[config.mk]
export PLATFORM = sky130hd
export DESIGN_NAME = mem_arbiter
export DESIGN_NICKNAME = d
export VERILOG_FILES = /design/src/rtl/mem_arbiter.sv
export SDC_FILE = /design/constraint.sdc
export NUM_CORES = 1
export LEC_CHECK = 0
export BUFFER_PORTS_ARGS = -buffer_cell sky130_fd_sc_hd__buf_2
export CORE_AREA = 2 2 118 120
export CTS_CLUSTER_SIZE = 12
export DETAILED_ROUTE_END_ITERATION = 10
export DIE_AREA = 0 0 120 122
export GPL_ROUTABILITY_DRIVEN = 0
export PLACE_DENSITY = 0.76
export SLEW_MARGIN = 20
export SYNTH_ARGS = -nofsm -noshare
export SYNTH_HDL_FRONTEND = slang
export SYNTH_SLANG_ARGS = --single-unit
[constraint.sdc]
create_clock -name clk -period 3.1 [get_ports clk]
set_input_delay 0.62 -clock clk [delete_from_list [all_inputs] [get_ports clk]]
set_output_delay 0.62 -clock clk [all_outputs]
set_load 0.03 [all_outputs]
[src/rtl/mem_arbiter.sv]
// Two-port arbiter for a single fixed-latency unified memory (CPU port + aux DMA/debug port).
// Optional build macro ARB_CPU_PRIO_EN: fixed CPU priority instead of round-robin.
module mem_arbiter #(
  parameter int unsigned AW  = 32,
  parameter int unsigned DW  = 32,
  parameter int unsigned LAT = 2
) (
  input  logic          clk,
  input  logic          reset,
  input  logic          c_req,
  input  logic          c_we,
  input  logic [AW-1:0] c_adr,
  input  logic [DW-1:0] c_wd,
  output logic          c_ack,
  output logic [DW-1:0] c_rd,
  input  logic          a_req,
  input  logic          a_we,
  input  logic [AW-1:0] a_adr,
  input  logic [DW-1:0] a_wd,
  output logic          a_ack,
  output logic [DW-1:0] a_rd,
  output logic          m_en,
  output logic          m_we,
  output logic [AW-1:0] m_adr,
  output logic [DW-1:0] m_wd,
  input  logic [DW-1:0] m_rd,
  output logic          gnt,
  output logic          busy
);

  localparam int unsigned CW = (LAT > 1) ? $clog2(LAT) : 1;

  typedef enum logic [1:0] {
    IDLE   = 2'd0,
    ACCESS = 2'd1,
    RESP   = 2'd2
  } state_t;

  state_t          state_q;
  logic [CW-1:0]   cnt_q;
  logic            c_ack_q;
  logic            a_ack_q;
  logic [DW-1:0]   c_rd_q;
  logic [DW-1:0]   a_rd_q;
  logic            m_en_q;
  logic            m_we_q;
  logic [AW-1:0]   m_adr_q;
  logic [DW-1:0]   m_wd_q;
  logic            gnt_q;
  logic            busy_q;
  logic            win_aux;

  // Winner selection, only meaningful in IDLE when some request is high
`ifdef ARB_CPU_PRIO_EN
  assign win_aux = ~c_req;
`else
  logic last_q;
  assign win_aux = a_req & (~c_req | ~last_q);
`endif

  always_ff @(posedge clk) begin
    if (!reset) begin
      state_q <= IDLE;
      cnt_q   <= '0;
      c_ack_q <= 1'b0;
      a_ack_q <= 1'b0;
      c_rd_q  <= '0;
      a_rd_q  <= '0;
      m_en_q  <= 1'b0;
      m_we_q  <= 1'b0;
      m_adr_q <= '0;
      m_wd_q  <= '0;
      gnt_q   <= 1'b0;
      busy_q  <= 1'b0;
`ifndef ARB_CPU_PRIO_EN
      last_q  <= 1'b1;
`endif
    end else begin
      c_ack_q <= 1'b0;
      a_ack_q <= 1'b0;
      case (state_q)
        IDLE: begin
          if (c_req || a_req) begin
            gnt_q   <= win_aux;
`ifndef ARB_CPU_PRIO_EN
            last_q  <= win_aux;
`endif
            m_adr_q <= win_aux ? a_adr : c_adr;
            m_wd_q  <= win_aux ? a_wd : c_wd;
            m_we_q  <= win_aux ? a_we : c_we;
            m_en_q  <= 1'b1;
            busy_q  <= 1'b1;
            cnt_q   <= CW'(LAT - 1);
            state_q <= ACCESS;
          end
        end
        ACCESS: begin
          if (cnt_q == '0) begin
            // Last access cycle: memory data is valid now
            if (!m_we_q) begin
              if (gnt_q) a_rd_q <= m_rd;
              else       c_rd_q <= m_rd;
            end
            if (gnt_q) a_ack_q <= 1'b1;
            else       c_ack_q <= 1'b1;
            m_en_q  <= 1'b0;
            m_we_q  <= 1'b0;
            state_q <= RESP;
          end else begin
            cnt_q <= cnt_q - 1'b1;
          end
        end
        RESP: begin
          busy_q  <= 1'b0;
          state_q <= IDLE;
        end
        default: begin
          state_q <= IDLE;
        end
      endcase
    end
  end

  assign c_ack = c_ack_q;
  assign a_ack = a_ack_q;
  assign c_rd  = c_rd_q;
  assign a_rd  = a_rd_q;
  assign m_en  = m_en_q;
  assign m_we  = m_we_q;
  assign m_adr = m_adr_q;
  assign m_wd  = m_wd_q;
  assign gnt   = gnt_q;
  assign busy  = busy_q;

endmodule

==> impl_metrics.py <==
metrics = {
    "run_status": {
        "status": "complete, no violations",
    },
    "clock_network": {
        "ctsHoldBuffers": 0,
        "clk_latency_ns": 0.41,
        "cts_sinks": 138,
        "clkTransAtPathRegs_ns": 0.05,
        "cts_buffers": 17,
        "htreeDepth": 4,
        "cts_setup_buffers": 0,
        "cts_max_path_buffers": 2,
        "tritoncts": "built",
        "cts-root-buf": "clkbuf_16",
        "ctsResizeCount": 0,
    },
    "pwr": {
        "power_density_nw_per_um2": 660,
        "peakVddDrop_uv": 320,
        "p_leak_nw": 3.52,
    },
    "min_path": {
        "holdCritStartpoint": "reset",
        "hp-class": "in -> reg",
        "hold_path_depth": 2,
        "min_to": "last_q",
    },
    "timing": {
        "finalHoldViolations": 0,
        "setup_viol": 0,
        "setup-tns-final_ns": 0,
        "timing.final.max_slew_violations": 0,
        "skew_ns": 0.0104,
        "clock.fmax_ghz": 0.443,
        "slew-limit-headroom_pct": 28.6,
        "grt_setup_unrepaired": "no",
        "whs_ns": 0.461,
        "worst_pin_slew_ns": 1.07,
        "setup_ws_ns": 0.844,
        "fin_crit_sh_pct": 72.8,
        "min_period_ns": 2.26,
    },
    "grt": {
        "grt_pass1_vias": 5560,
        "grt_first_pass_wirelength_mm": 28.2,
        "track_usage_pct": 24.2,
        "antenna_found_initial": 0,
        "grt_max_degree": 68,
        "grt_overflow_total": 0,
    },
    "worst_setup_path": {
        "critPathMaxStageDelay_ns": 0.57,
        "critical_path_required_ns": 2.48,
        "rr_worst_depth": 4,
        "cp_slowest_cell": "buf_4",
        "r2r-start": "state_q[0]",
        "critPathKind": "reg -> out",
        "rrSetupSlack_ns": 1.14,
        "cp_max_fo": 67,
        "r2r_end": "a_rd[19]",
        "worst_setup_path_start_kind": "flop",
        "cp-end-kind": "primary output",
        "cp_cell_sequence": "buf_4, buf_2",
        "cp_data_arrival_time_ns": 1.64,
    },
    "synth": {
        "syn_area_um2": 5700,
        "ys_seq_elements": 138,
        "syn-num-nets": 864,
        "synthCells": 698,
        "yosys.area.top_type": "dfxtp_1",
        "avgSynthCellArea_um2": 8.16,
        "yosysSeqAreaShare_pct": 48.5,
        "synthTopCellsByArea": "dfxtp_1 48%, a21oi_1 12%, a311oi_1 10%",
        "synth_top_area_share_pct": 48.5,
        "synth_cell_types": 28,
        "ys.warnings.count": 0,
    },
    "cells_and_area": {
        "mostFrequentLayoutCell": "buf_2",
        "synthToLayoutAreaGrowth_pct": 36.3,
        "regArea_um2": 2760,
        "nets": 1118,
        "stdcell_count": 1143,
        "antennaDiodeCount": 0,
        "multi_input_area_um2": 2530,
        "drive_gt1_share_pct": 36.9,
        "layout.cells.most_common_list": "299 x buf_2, 137 x dfxtp_1, 132 x nand2_1",
        "fillCellCount": 1298,
        "final_util_pct": 57.5,
    },
    "placement": {
        "io_buffer_count": 299,
        "placed_cells_incl_taps": 1113,
        "place_ws_ns": 0.980,
        "hpwl_mm": 12.6,
    },
    "detailed_routing": {
        "first_pass_iters": 4,
        "ant_nets": 0,
        "drc": 0,
        "num_vias": 6178,
        "wl_per_cell_um": 16.1,
        "routed_wl_mm": 18.4,
        "vias_per_cell": 5.41,
        "drt_iter0_markers": 427,
    },
    "die": {
        "floorplan.initialDensity_pct": 42.2,
        "pin_count": 300,
        "coreArea_um2": 13500,
        "die_area_um2": 14600,
        "die_y_um": 122,
        "num_rows": 43,
        "die_w_um": 120,
    },
    "run": {
        "maxCapViolCount": 0,
    },
}
## cells by family after synthesis
family / count (synthesis) / share of synthesized area, %
and+or+nand+nor: 206 / 15.4
AOI/OAI and AO/OA: 270 / 28.7
buffers and inverters: 84 / 7.47
DFF: 138 / 48.5
## cells in the mapped netlist (all sizes together)
library cell and number:
inv 4, a21bo 1, o21ba 1, o21ai 67
nand2 132, buf 46, a311oi 65, o21a 1
nand3 67, a21oi 131, nor3b 1, nor4b 1
nor2 3, a21boi 1, a2bb2oi 1, clkinv 2
nor2b 1, clkbuf 32, or4b 1, o21bai 1
o221a 1, dfxtp 138
## flip-flops by register name, summed over array words and instances (netlist names)
name / flops
gnt: 1
m_we: 1
m_adr: 32
m_en: 1
busy: 1
last_q: 1
m_wd: 32
state_q: 2
a_rd: 32
a_ack: 1
c_rd: 32
cnt_q: 1
c_ack: 1
## critical path, delay by kind of cell, from the launching register on
family   cells  cell delay, ns
buf+inv      2            0.89
flops        1            0.33
## worst max-delay path by stage
stage                from        end  slack (ns)  cells after the start
floorplan           a_req  m_adr[10]        1.49                      5
global placement    a_req  m_adr[30]        1.09                      5
detailed placement  a_req  m_adr[25]        0.98                      5
CTS                   gnt        gnt        0.83                      2
global route          gnt        gnt        0.77                      2
finish                gnt        gnt        0.84                      2
## layer usage
layer | vias up | track usage [%] | routed length, um | share of wire, %
met5 | - | 0 | 0 | 0
met4 | 0 | 11.2 | 573 | 3.1
met3 | 39 | 6.98 | 1420 | 7.7
met2 | 250 | 39.7 | 8860 | 48
met1 | 2864 | 29.4 | 7510 | 41
li1 | 3025 | - | - | -
## final cells by class
type	count	area share, %
flip-flops and latches	138	35.6
multi-input cells	476	32.6
repair buffers	313	21.1
clock buffers	23	6.28
well taps	180	2.90
clock inverters	7	1.18
inverters	6	0.322
## stage by stage
step | total power, mW | instance area (um^2)
global placement | 3.18 | 7190
finish | 5.13 | 7770
floorplan | 2.82 | 5700
detailed placement | 3.19 | 7190
CTS | 5.17 | 7770
global route | 5.34 | 7770
## power by group
part | switching [mW] | internal [mW] | leakage, nW
combinational | 0.776 | 0.362 | 2.10
sequential | 0.0874 | 1.93 | 1.13
clock | 0.715 | 1.26 | 0.285
Power figures use the tool's default switching activity.
